File: src/rtl/ctrl_pkg.sv
// Shared encodings for the multi-cycle RV32I control sequencer.
// Holds the FSM state type, the supported major opcodes, the ALU
// operation codes driven on alu_ctrl and the write-back source codes
// driven on result_src.
package ctrl_pkg;

  typedef enum logic [3:0] {
    S_FETCH    = 4'd0,
    S_DECODE   = 4'd1,
    S_EXEC_ALU = 4'd2,
    S_EXEC_BR  = 4'd3,
    S_EXEC_JAL = 4'd4,
    S_MEM_RD   = 4'd5,
    S_LOAD_WB  = 4'd6,
    S_MEM_WR   = 4'd7,
    S_TRAP     = 4'd8
  } state_t;

  localparam logic [6:0] OP_R      = 7'b0110011;
  localparam logic [6:0] OP_I      = 7'b0010011;
  localparam logic [6:0] OP_LOAD   = 7'b0000011;
  localparam logic [6:0] OP_STORE  = 7'b0100011;
  localparam logic [6:0] OP_BRANCH = 7'b1100011;
  localparam logic [6:0] OP_JAL    = 7'b1101111;

  localparam logic [2:0] ALU_ADD = 3'b000;
  localparam logic [2:0] ALU_SUB = 3'b001;
  localparam logic [2:0] ALU_AND = 3'b010;
  localparam logic [2:0] ALU_OR  = 3'b011;
  localparam logic [2:0] ALU_XOR = 3'b100;
  localparam logic [2:0] ALU_SLT = 3'b101;
  localparam logic [2:0] ALU_SLL = 3'b110;
  localparam logic [2:0] ALU_SRL = 3'b111;

  localparam logic [1:0] RES_ALU = 2'b00;
  localparam logic [1:0] RES_MEM = 2'b01;
  localparam logic [1:0] RES_PC4 = 2'b10;

endpackage

File: src/rtl/multicycle_ctrl_if.sv
// Shared memory-port handshake between the controller and memory.
//   mem_req   : request, held until mem_ready
//   mem_we    : request is a store (valid only with mem_req)
//   addr_src  : address source, 0 = PC, 1 = ALU result
//   mem_ready : memory completes the current request this cycle
interface multicycle_ctrl_if;
  logic mem_req;
  logic mem_we;
  logic addr_src;
  logic mem_ready;

  modport master (output mem_req, output mem_we, output addr_src, input mem_ready);
  modport slave  (input mem_req, input mem_we, input addr_src, output mem_ready);
endinterface

File: src/rtl/alu_decoder.sv
// Combinational ALU-operation decoder.
//   funct3, funct7b5 : instruction fields
//   is_rtype         : instruction is register-register (enables SUB)
//   alu_ctrl         : ALU operation code
//   unsupported      : funct3 has no supported ALU operation (011)
module alu_decoder
  import ctrl_pkg::*;
(
  input  logic [2:0] funct3,
  input  logic       funct7b5,
  input  logic       is_rtype,
  output logic [2:0] alu_ctrl,
  output logic       unsupported
);

  always_comb begin
    alu_ctrl    = ALU_ADD;
    unsupported = 1'b0;
    case (funct3)
      3'b000:  alu_ctrl = (is_rtype && funct7b5) ? ALU_SUB : ALU_ADD;
      3'b111:  alu_ctrl = ALU_AND;
      3'b110:  alu_ctrl = ALU_OR;
      3'b100:  alu_ctrl = ALU_XOR;
      3'b010:  alu_ctrl = ALU_SLT;
      3'b001:  alu_ctrl = ALU_SLL;
      3'b101:  alu_ctrl = ALU_SRL;
      default: unsupported = 1'b1;
    endcase
  end

endmodule

File: src/rtl/multicycle_ctrl.sv
// Multi-cycle control sequencer for the RV32I core.
// Steps each instruction through fetch / decode / execute / memory states
// over a single shared memory port.
//   clk, rst           : clock, synchronous active-high reset
//   opcode, funct3,
//   funct7b5, EQ       : IR fields and ALU zero flag
//   mem                : memory handshake (master side)
//   ir_we, pc_we,
//   PCsrc, we, alu_src,
//   alu_ctrl,
//   result_src         : datapath controls
//   instr_done         : pulse on each retiring instruction
//   illegal            : sticky trap flag, cleared only by rst
module multicycle_ctrl
  import ctrl_pkg::*;
(
  input  logic               clk,
  input  logic               rst,
  input  logic [6:0]         opcode,
  input  logic [2:0]         funct3,
  input  logic               funct7b5,
  input  logic               EQ,
  multicycle_ctrl_if.master  mem,
  output logic               ir_we,
  output logic               pc_we,
  output logic               PCsrc,
  output logic               we,
  output logic               alu_src,
  output logic [2:0]         alu_ctrl,
  output logic [1:0]         result_src,
  output logic               instr_done,
  output logic               illegal
);

  state_t     state_reg;
  logic [2:0] dec_alu_ctrl;
  logic       dec_unsupported;

  alu_decoder u_alu_decoder (
    .funct3      (funct3),
    .funct7b5    (funct7b5),
    .is_rtype    (opcode == OP_R),
    .alu_ctrl    (dec_alu_ctrl),
    .unsupported (dec_unsupported)
  );

  always_ff @(posedge clk) begin
    if (rst) begin
      state_reg <= S_FETCH;
    end else begin
      case (state_reg)
        S_FETCH:   if (mem.mem_ready) state_reg <= S_DECODE;
        S_DECODE: begin
          case (opcode)
            OP_R, OP_I: state_reg <= dec_unsupported ? S_TRAP : S_EXEC_ALU;
            OP_LOAD:    state_reg <= S_MEM_RD;
            OP_STORE:   state_reg <= S_MEM_WR;
            OP_BRANCH:  state_reg <= (funct3 == 3'b000 || funct3 == 3'b001) ? S_EXEC_BR : S_TRAP;
            OP_JAL:     state_reg <= S_EXEC_JAL;
            default:    state_reg <= S_TRAP;
          endcase
        end
        S_EXEC_ALU, S_EXEC_BR, S_EXEC_JAL, S_LOAD_WB: state_reg <= S_FETCH;
        S_MEM_RD:  if (mem.mem_ready) state_reg <= S_LOAD_WB;
        S_MEM_WR:  if (mem.mem_ready) state_reg <= S_FETCH;
        S_TRAP:    state_reg <= S_TRAP;
        default:   state_reg <= S_TRAP;
      endcase
    end
  end

  // Outputs decode the registered state; rst forces everything low so an
  // abandoned request or pending strobe never leaks into the reset cycle.
  always_comb begin
    mem.mem_req  = 1'b0;
    mem.mem_we   = 1'b0;
    mem.addr_src = 1'b0;
    ir_we        = 1'b0;
    pc_we        = 1'b0;
    PCsrc        = 1'b0;
    we           = 1'b0;
    alu_src      = 1'b0;
    alu_ctrl     = ALU_ADD;
    result_src   = RES_ALU;
    illegal      = 1'b0;
    if (!rst) begin
      case (state_reg)
        S_FETCH: begin
          mem.mem_req = 1'b1;
          ir_we       = mem.mem_ready;
        end
        S_EXEC_ALU: begin
          alu_src  = (opcode == OP_I);
          alu_ctrl = dec_alu_ctrl;
          we       = 1'b1;
          pc_we    = 1'b1;
        end
        S_EXEC_BR: begin
          alu_ctrl = ALU_SUB;
          pc_we    = 1'b1;
          PCsrc    = (funct3 == 3'b000) ? EQ : !EQ;
        end
        S_EXEC_JAL: begin
          we         = 1'b1;
          result_src = RES_PC4;
          pc_we      = 1'b1;
          PCsrc      = 1'b1;
        end
        S_MEM_RD: begin
          mem.mem_req  = 1'b1;
          mem.addr_src = 1'b1;
          alu_src      = 1'b1;
          alu_ctrl     = ALU_ADD;
        end
        S_LOAD_WB: begin
          we         = 1'b1;
          result_src = RES_MEM;
          pc_we      = 1'b1;
        end
        S_MEM_WR: begin
          mem.mem_req  = 1'b1;
          mem.mem_we   = 1'b1;
          mem.addr_src = 1'b1;
          alu_src      = 1'b1;
          alu_ctrl     = ALU_ADD;
          pc_we        = mem.mem_ready;
        end
        S_TRAP:  illegal = 1'b1;
        default: ;
      endcase
    end
  end

  assign instr_done = pc_we;

endmodule

File: src/flat_wrapper.sv
// flat-port wrapper written by rule: the top's interface ports become plain ports
module multicycle_ctrl_flat import ctrl_pkg::*;
  (clk, rst, opcode, funct3, funct7b5, EQ, ir_we, pc_we, PCsrc, we, alu_src, alu_ctrl, result_src, instr_done, illegal, mem_mem_req, mem_mem_we, mem_addr_src, mem_mem_ready);
  multicycle_ctrl_if mem_i ();
  input  logic clk;
  input  logic rst;
  input  logic [6:0] opcode;
  input  logic [2:0] funct3;
  input  logic funct7b5;
  input  logic EQ;
  output logic ir_we;
  output logic pc_we;
  output logic PCsrc;
  output logic we;
  output logic alu_src;
  output logic [2:0] alu_ctrl;
  output logic [1:0] result_src;
  output logic instr_done;
  output logic illegal;
  output wire logic [$bits(mem_i.mem_req)-1:0] mem_mem_req;
  output wire logic [$bits(mem_i.mem_we)-1:0] mem_mem_we;
  output wire logic [$bits(mem_i.addr_src)-1:0] mem_addr_src;
  input wire logic [$bits(mem_i.mem_ready)-1:0] mem_mem_ready;
  assign mem_mem_req = mem_i.mem_req;
  assign mem_mem_we = mem_i.mem_we;
  assign mem_addr_src = mem_i.addr_src;
  assign mem_i.mem_ready = mem_mem_ready;
  multicycle_ctrl u_core (.clk(clk), .rst(rst), .opcode(opcode), .funct3(funct3), .funct7b5(funct7b5), .EQ(EQ), .mem(mem_i), .ir_we(ir_we), .pc_we(pc_we), .PCsrc(PCsrc), .we(we), .alu_src(alu_src), .alu_ctrl(alu_ctrl), .result_src(result_src), .instr_done(instr_done), .illegal(illegal));
endmodule
File: config.mk
export PLATFORM = sky130hd
export DESIGN_NAME = multicycle_ctrl_flat
export DESIGN_NICKNAME = d
export VERILOG_FILES = /design/src/rtl/ctrl_pkg.sv /design/src/rtl/multicycle_ctrl_if.sv /design/src/rtl/alu_decoder.sv /design/src/rtl/multicycle_ctrl.sv /design/src/flat_wrapper.sv
export SDC_FILE = /design/constraint.sdc
export NUM_CORES = 1
export LEC_CHECK = 0
export BUFFER_PORTS_ARGS = -buffer_cell sky130_fd_sc_hd__buf_2
export CORE_AREA = 2 2 39 41
export DETAILED_ROUTE_END_ITERATION = 8
export DIE_AREA = 0 0 41 43
export PLACE_DENSITY = 0.75
export RECOVER_POWER = 50
export SETUP_SLACK_MARGIN = 0.1
export SYNTH_ARGS = -nofsm -noshare
export SYNTH_HDL_FRONTEND = slang
export SYNTH_SLANG_ARGS = --single-unit
File: constraint.sdc
create_clock -name clk -period 3.1 [get_ports clk]
set_clock_uncertainty 0.2 [all_clocks]
set_input_delay 0.31 -clock clk [delete_from_list [all_inputs] [get_ports clk]]
set_output_delay 0.31 -clock clk [all_outputs]
set_load 0.02 [all_outputs]
**After elaboration in Yosys (flattened, before gate mapping)**

Cells that the tools add are included.

- Register bits: 4
- Bits of input ports: 15
- Output and inout bits: 15
- Logic and storage cells: 68

- Reduce and logical (&&, ||, !) cells: 12
- Multiplexer cells: 32
- Equality and inequality tests: 23

Operators by type and width:

| kind | count |
|---|---|
| $pmux 4 s5 | 2 |
| $pmux 3 s7 | 1 |
| $mux 4 | 5 |
| $mux 1 | 17 |
| $eq 4x3->1 const B | 4 |
| $eq 7x6->1 const B | 2 |
| $eq 7x7->1 const B | 2 |
| $eq 3x3->1 const B | 4 |
| $eq 4x2->1 const B | 2 |
| $eq 7x2->1 const B | 1 |
| $eq 7x5->1 const B | 1 |
| $reduce_or 7->1 | 1 |
| $ne 2x2->1 const B | 3 |
| $pmux 1 s2 | 3 |
| $pmux 3 s2 | 1 |
| $reduce_or 3->1 | 2 |
| $eq 4x1->1 const B | 1 |
| $eq 4x4->1 const B | 1 |
| $logic_not 4->1 | 1 |
| $pmux 2 s2 | 1 |
| $reduce_or 2->1 | 2 |
| $reduce_or 4->1 | 1 |
| $eq 3x1->1 const B | 1 |
| $eq 3x2->1 const B | 1 |
| other kinds (7) | 7 |

**Longest topological paths before layout**

Gate-level depths: netlist of run 1.

- Depth in word-level cells: 6
- Mapped depth: 5
- Gate-level depth less buffers: 4

**Cells and area by module**

A second synthesis of run 1 with hierarchy kept.

- Cell total of the unflattened synthesis: 82
- Area, all modules: 556.8 um^2

Modules (own cells, without submodules):

| module | area an instance (um^2) | cells each | instances |
|---|---|---|---|
| multicycle_ctrl | 493.0 | 74 | 1 |
| alu_decoder | 63.8 | 8 | 1 |

**Worst setup path before layout of run 1**

OpenSTA, ideal clock, no wires.

- Kind: register to output
- Start point: register u_core.state_reg[1]
- End point: output port alu_src
- Data required time: 2.590 ns
- Arrival time: 1.562 ns
- Stages on the path, launching flop included: 6
- Buffers on the path: 1
- Slack: 1.028 ns
- Cell sequence: dfxtp_1 buf_6 nor2b_1 nand2_1 or2_2 o32ai_1

- Word-level cells in the longest chain between the ends: 4
- Elaborated cells on any way between the ends: 6
- Those cells by class: eq/ne: 3; mux: 2; reduce/logical: 1

RTL lines:

| element | RTL line | text |
|---|---|---|
| from (decl) | multicycle_ctrl.sv:35 | `state_t state_reg;` |
| from (signal assigned) | multicycle_ctrl.sv:55 | `OP_R, OP_I: state_reg <= dec_unsupported ? S_TRAP : S_EXEC_ALU;` |
| from (signal assigned) | multicycle_ctrl.sv:58 | `OP_BRANCH: state_reg <= (funct3 == 3'b000 \|\| funct3 == 3'b001) ? S_EXEC_BR : S_TRAP;` |
| $eq 4x3->1 | multicycle_ctrl.sv:87 | `case (state_reg)` |
| $reduce_or 2->1 (no line) | n/a |  |
| $pmux 1 s2 * | multicycle_ctrl.sv:87 |  |
| $mux 1 * | multicycle_ctrl.sv:86 | `if (!rst) begin` |
| to (decl) | flat_wrapper.sv:15 | `output logic alu_src;` |

Every way passes the cells marked *; elsewhere a longest branch is shown, timed or not.

**Worst setup path in the final report of run 1**

Same ends and word-level chain as after synthesis.

==> flow_summary.toml, run 1 <==
[drt]
wl_per_cell_um = 11.3
postRouteAntennaNets = 0
drtIter0Drc = 15
dr_total_vias = 676
route.detailed.drc = 0
drt_pass1_iterations = 4
wl_um = 1420
routed_via_density = 5.41

[die]
io_pins = 30
die_h_um = 43
die_w_um = 41
dieArea_um2 = 1760
core_um2 = 1380
rows = 14
initial_core_util = 0.398

[synthesis]
synth_xor_area_frac = 0.0318
syn_avg_cell_area_um2 = 6.63
synthMuxAreaShare = 0.0182
synth_fp_nets = 98
synth_fa_ha_area_frac = 0
ys_top_cells_by_area = "dfxtp_1 15%, nor2_1 8.2%, a31oi_1 5.7%"
synth_compound_area_frac = 0.302
synth_top_family_by_area = "simple AND/OR/NAND/NOR gates"
seq_area_frac_synth = 0.145
synth_top_flop_cell = "dfxtp_1"
synth_commonest_cells = "12 x nor2_1, 6 x a21oi_1, 6 x nand2_1, 6 x nor3_1"
yosys.area.top_type = "dfxtp_1"
synth_most_common_cell = "nor2_1"
async_reset_ff_frac = 0
synth_top_area_share = 0.145
synthSimpleGateAreaFrac = 0.402
ys_types = 37
yosysWarningCount = 0
synth_area_um2 = 551
synth_seq_cells = 4
synth-edff-count = 0
syn_inst = 83

[setup_path]
cpMaxStageDelayCell = "dfxtp_1"
cp_cell_sequence = "nor2b_1, nand2_1, or2_2, o32ai_1, buf_2"
crit_required_ns = 2.59
worst-setup-path-type = "flop to output pin"
arrival_ns = 1.75
endpoint_kind = "output pin"
cp_max_fo = 9
start_kind = "flop"
cp_slowest_stage_delay_ns = 0.46
reg2reg_slack_ns = 1.09

[global_routing]
track_usage = 0.176
overflow = 0
antenna_found_initial = 0
grt_pass1_wl_um = 2150
grt_pass1_vias = 526
grt_start_max_net_pins = 11

[layout]
n_antenna_cell = 0
area_growth_pct = 23.9
nFillCells = 144
largest_register_ffs = 4
layout-drive-gt1-share = 0.284
nNetsFinal = 126

[sta]
hold_violations = 0
min_period_ns = 2.26
drv_slew = 0
holdWs_ns = 0.174
setup_viol = 0
worstMarginPinSlew_ns = 0.641
rsz0062_at_grt = "false"
finalSetupTns_ns = 0
clock.fmax_ghz = 0.442
period_share = 0.731
maxSlewHeadroom = 0.567

[clock_network]
clk_latency_ns = 0.24
clock_path_buffers = 2
cts_resized = 0
post-cts-setup-buffers = 0
numCtsBuffers = 3
cts_root_buf = "clkbuf_4"
clkTransAtPathRegs_ns = 0.04
htree_levels = 1
hold_buffers = 0
clock_sinks = 4
cts_tree = "built"

[placed_design]
hpwl_um = 1100
port_buffers = 29
gp_congestion = 0.777

[power]
power.density_nw_per_um2 = 270
p_leak_uw = 0.000305
finalPower_uw = 184
ir_drop_uv = 139

[min_path]
min_path_type = "input port to flop"

[job]
maxCapViolCount = 0

[outcome]
status = "complete, no violations"
[worst max-delay path: cells and delay by family (launching register included)]
family	cells	cell delay, ns
compound gates	1	0.26
flops	1	0.46
simple gates	3	0.60
buf+inv	1	0.20
[per-stage QoR]
stage / setup slack, ns / util / area (um2) / std cells
after CTS: 0.787 / 0.507 / 702 / 125
after floorplan: 1.03 / - / 551 / 83
after detailed placement: 1.05 / 0.491 / 679 / 122
after global placement: 1.09 / 0.491 / 679 / 122
final: 0.835 / 0.493 / 682 / 125
after global routing: 0.720 / 0.493 / 682 / 125
[cells in the final DEF, fill, tap and decap left out, types with 3 or more instances in the layout]
master / n
a21oi_1: 6
a31oi_1: 5
buf_2: 25
clkbuf_1: 4
clkbuf_4: 3
dfxtp_1: 4
inv_1: 5
nand2_1: 6
nor2_1: 12
nor3_1: 6
o21ai_0: 4
[final timing paths]
| kind | startpoint | endpoint | cells after the start |
|---|---|---|---|
| setup / recovery | u_core.state_reg[1]$_SDFFE_PP0P_ | alu_src | 5 |
| hold / removal | rst | u_core.state_reg[3]$_SDFFE_PP0P_ | 2 |
| setup reg to reg | u_core.state_reg[0]$_SDFFE_PP0P_ | u_core.state_reg[1]$_SDFFE_PP0P_ | 4 |
| hold reg to reg | u_core.state_reg[3]$_SDFFE_PP0P_ | u_core.state_reg[3]$_SDFFE_PP0P_ | 1 |
[layout make-up]
type / instances / area [um2] / share of cell area
multi-input cells: 68 / 400 / 0.587
well taps: 16 / 20.0 / 0.0294
clock buffers: 3 / 22.5 / 0.0330
flip-flops and latches: 4 / 80.1 / 0.117
inverters: 5 / 18.8 / 0.0275
repair buffers: 29 / 140 / 0.206
[cells by family after synthesis]
kind of cell | after synthesis
AOI/OAI and AO/OA | 25
xor gates and xnor gates | 2
buffers and inverters | 11
DFF | 4
muxes | 1
and+or+nand+nor | 40
[power by group]
group / internal [uW] / switching (uW) / leakage (uW)
logic: 23.9 / 35.1 / 0.000258
clock network: 43.4 / 22.2 / 0.0000138
registers: 54.7 / 5.13 / 0.0000326
[routing by layer]
metal / up-vias / share of wire / track usage
met5: - / 0 / 0
met4: 0 / 0.0099 / 0.100
met3: 2 / 0.048 / 0.0157
met2: 19 / 0.47 / 0.259
met1: 300 / 0.47 / 0.238
li1: 355 / - / -
Power figures use the tool's default switching activity.
==> inputs of run 2 (changes only) <==
Clock period 3.1 ns to 2.3 ns, I/O delays scaled along.
==> run 2 against run 1 <==
Against the previous run:
- register-to-register slack got worse by 0.67 ns
- non-clock buffer count did not move
- routed wire length rose by 2.3%
- sequential share of layout area rose by 0.48 points
- first-iteration DRC count fell by 27%
- sequential power rose by 33%
- hold slack got worse by 0.075 ns
- via count rose by 0.89%
==> flow_summary.toml, run 2 (same netlist as run 1, synthesis figures left out) <==
[setup_path]
cp_max_fo = 9
crit_required_ns = 1.87
start_kind = "flop"
endpoint_kind = "output pin"
worst-setup-path-type = "flop to output pin"
arrival_ns = 1.63

[die]
initial_core_util = 0.398
die_w_um = 41
dieArea_um2 = 1760
io_pins = 30
die_h_um = 43
core_um2 = 1380
rows = 14

[placed_design]
port_buffers = 29
hpwl_um = 1150
gp_congestion = 0.776

[layout]
nNetsFinal = 126
layout_common_cells = "25 x buf_2, 12 x nor2_1, 6 x nor3_1, 6 x nand2_1, 6 x a21oi_1"
largest_register_ffs = 4
layout-drive-gt1-share = 0.294
area_growth_pct = 24.5
final_util = 0.495
final_common_cell = "buf_2"
n_antenna_cell = 0

[drt]
drt_pass1_iterations = 4
drtIter0Drc = 11
dr_total_vias = 682
wl_per_cell_um = 11.6
wl_um = 1450
route.detailed.drc = 0
routed_via_density = 5.46
postRouteAntennaNets = 0

[global_routing]
track_usage = 0.187
overflow = 0
antenna_found_initial = 0
grt_pass1_wl_um = 2270
grt_start_max_net_pins = 11
grt_pass1_vias = 556

[job]
maxCapViolCount = 0

[clock_network]
clock_sinks = 4
cts_tree = "built"
clock_path_buffers = 2
numCtsBuffers = 3
post-cts-setup-buffers = 0
clkTransAtPathRegs_ns = 0.04
htree_levels = 1
cts_root_buf = "clkbuf_4"
clk_latency_ns = 0.24

[sta]
period_share = 0.897
drv_slew = 0
worstMarginPinSlew_ns = 0.545
hold_violations = 0
finalSetupTns_ns = 0
setup_viol = 0
min_period_ns = 2.06
maxSlewHeadroom = 0.632
clock.fmax_ghz = 0.484
rsz0062_at_grt = "false"

[power]
p_leak_uw = 0.000306
ir_drop_uv = 203
power.density_nw_per_um2 = 361

[min_path]
min_path_type = "input port to flop"

[outcome]
status = "complete, no violations"
==> run 2: cell counts in the layout (fill, tap and decap cells not counted) <==
No cell type changed its count.
==> run 2: power by group <==
part,leakage (uW),switching (uW),internal (uW)
sequential,0.0000334,6.91,72.5
combinational,0.000259,47.7,31.9
clock,0.0000138,30.1,58.5
total,0.000306,84.7,163
==> run 2: final cells by class <==
cell class | count | area [um2]
clock buffer | 3 | 22.5
multi-input combinational | 68 | 400
timing repair buffer | 29 | 140
fill | 146 | 698
sequential | 4 | 83.8
inverter | 5 | 18.8
tap | 16 | 20.0
==> run 2: timing repair <==
item,CTS,global route
setup endpoints to repair,1,1
pin swaps,0,0
resized for setup,1,1
gates cloned,0,0
hold buffers,0,0
endpoints found under the hold margin,0,0
==> run 2: path summary, 6_finish.rpt <==
path | startpoint | end | slack (ns) | depth (start not counted)
setup / recovery | u_core.state_reg[1]$_SDFFE_PP0P_ | alu_src | 0.24 | 5
hold / removal | rst | u_core.state_reg[3]$_SDFFE_PP0P_ | 0.1 | 2
setup reg to reg | u_core.state_reg[0]$_SDFFE_PP0P_ | u_core.state_reg[1]$_SDFFE_PP0P_ | 0.42 | 4
hold reg to reg | u_core.state_reg[0]$_SDFFE_PP0P_ | u_core.state_reg[1]$_SDFFE_PP0P_ | 0.39 | 2
==> run 2: stage by stage <==
step	power [uW]	hold slack [ns]	cells	setup WS, ns	cell area [um2]
detailed placement	165	0.338	122	0.319	679
global route	267	0.103	125	0.132	686
CTS	257	0.0886	125	0.164	703
global placement	164	0.331	122	0.367	679
finish	248	0.0982	125	0.236	686
floorplan	135	0.209	83	0.308	551
==> run 2: critical path, cell delays in order (launching register included) <==
cell     delay (ns)
dfxtp_4        0.38
nor2b_1        0.18
nand2_1        0.08
or2_2          0.30
o32ai_1        0.25
buf_2          0.20
==> run 2: per-layer routing <==
layer / wire, um / vias to the layer above / track usage
met5: 0 / - / 0
met4: 23 / 0 / 0.100
met3: 81 / 4 / 0.0314
met2: 703 / 28 / 0.281
met1: 641 / 292 / 0.240
li1: - / 358 / -
==> inputs of run 3 (changes only) <==
Clock period 2.3 ns to 2.4 ns, I/O delays scaled along.
==> run 3 against run 2 <==
Against the previous run:
- global-route usage rose by 0.82 points
- non-clock buffer count unchanged
- combinational power shrank 5.3%
- count of clock-buffer cells in the layout unchanged
- clock power shrank 2%
- first-iteration DRC count increased by 27%
- final area shrank 0.37%
- via count grew 0.29%
- critical path type unchanged
- cell count unchanged
- power down 3.2%
- register-to-register slack gained 0.02 ns
- critical endpoint unchanged
- flip-flop and latch count did not move
==> flow_summary.toml, run 3 (same netlist as run 1, synthesis figures left out) <==
[drt]
route.met3.wl_um = 68
wl_per_cell_um = 11.6
top_layer_used = "met4"
wl_met1_um = 647
route.detailed.drc = 0
postRouteAntennaNets = 0
drtIter0Drc = 14
dr_total_vias = 684
wl_um = 1450
routed_via_density = 5.47
drt_pass1_iterations = 4
wl_met2_um = 713

[setup_path]
crit_required_ns = 1.96
worst-setup-path-type = "flop to output pin"
cp_slowest_stage_delay_ns = 0.39
cp_max_fo = 9
endpoint_kind = "output pin"
cp_cell_sequence = "nor2b_1, nand2_1, or2_2, o32ai_1, buf_2"
start_kind = "flop"
path_delay_family = "simple AND/OR/NAND/NOR gates"
critical_path_buf_inv_count = 1
cpMaxStageDelayCell = "dfxtp_2"
arrival_ns = 1.67

[clock_network]
cts_tree = "built"
htree_levels = 1
clock_path_buffers = 2
post-cts-setup-buffers = 0
clkTransAtPathRegs_ns = 0.03
hold_buffers = 0
numCtsBuffers = 3
cts_resized = 0
clk_latency_ns = 0.24
clock_sinks = 4
cts_root_buf = "clkbuf_4"

[die]
io_pins = 30
rows = 14
dieArea_um2 = 1760
die_w_um = 41
die_h_um = 43
initial_core_util = 0.398
core_um2 = 1380

[global_routing]
track_usage = 0.195
antenna_found_initial = 0
grt_pass1_vias = 589
overflow = 0
grt_start_max_net_pins = 11
grt_pass1_wl_um = 2350

[power]
p_sw_frac = 0.346
p_int_uw = 157
power_switching_uw = 82.8
ir_drop_uv = 249
power.density_nw_per_um2 = 351
pwr-share-comb = 0.315
pwr-share-clk = 0.363
p_leak_uw = 0.000307
seq_power_share = 0.322
finalPower_uw = 240

[sta]
finalSetupTns_ns = 0
holdWs_ns = 0.104
hold_violations = 0
clock.fmax_ghz = 0.475
min_period_ns = 2.11
period_share = 0.878
maxSlewHeadroom = 0.614
rsz0062_at_grt = "false"
worstMarginPinSlew_ns = 0.570
setup_viol = 0
drv_slew = 0

[outcome]
status = "complete, no violations"

[placed_design]
port_buffers = 29
hpwl_um = 1130
dpl_cell_area_um2 = 679
gp_congestion = 0.777

[layout]
fin_area_um2 = 683
largest_register_ffs = 4
nFillCells = 137
final_util = 0.494
layout-drive-gt1-share = 0.294
area_growth_pct = 24.1
nNetsFinal = 126
layout_common_cells = "25 x buf_2, 12 x nor2_1, 6 x nor3_1, 6 x nand2_1, 6 x a21oi_1"
n_antenna_cell = 0
final_common_cell = "buf_2"

[job]
maxCapViolCount = 0

[min_path]
min_path_type = "input port to flop"
[run 3: cell counts in the layout (fill, tap and decap cells not counted)]
Identical to the previous run, type by type.
[run 3: stage by stage]
stage	cells	worst slack (ns)
finish	125	0.294
global route	125	0.168
CTS	125	0.140
detailed placement	122	0.399
global placement	122	0.457
floorplan	83	0.398
[run 3: layout make-up]
| class | instances | area, um2 | share of cell area |
|---|---|---|---|
| inverter | 5 | 18.8 | 0.0275 |
| sequential | 4 | 81.3 | 0.119 |
| tap | 16 | 20.0 | 0.0293 |
| multi-input combinational | 68 | 400 | 0.586 |
| timing repair buffer | 29 | 140 | 0.205 |
| clock buffer | 3 | 22.5 | 0.0330 |
[run 3: metal layers]
layer  vias up  track usage
met4         0        0.120
met2        20        0.291
li1        354            -
met5         -            0
met1       307        0.248
met3         3       0.0314
[run 3: final timing paths]
check                              startpoint                          endpoint  slack [ns]  cells after the start
max          u_core.state_reg[1]$_SDFFE_PP0P_                           alu_src        0.29                      5
min                                       rst  u_core.state_reg[3]$_SDFFE_PP0P_        0.10                      2
max reg2reg  u_core.state_reg[0]$_SDFFE_PP0P_  u_core.state_reg[1]$_SDFFE_PP0P_        0.44                      4
min reg2reg  u_core.state_reg[0]$_SDFFE_PP0P_  u_core.state_reg[1]$_SDFFE_PP0P_        0.41                      2
[run 3: power groups by stage]
stage,clock network (uW),registers [uW],logic [uW]
after floorplan,0,75.1,54.2
after global placement,0,78.9,78.1
after detailed placement,0,79.2,79.1
after CTS,87.2,78.0,79.6
after global routing,94.8,77.6,84.5
final,87.1,77.1,75.4
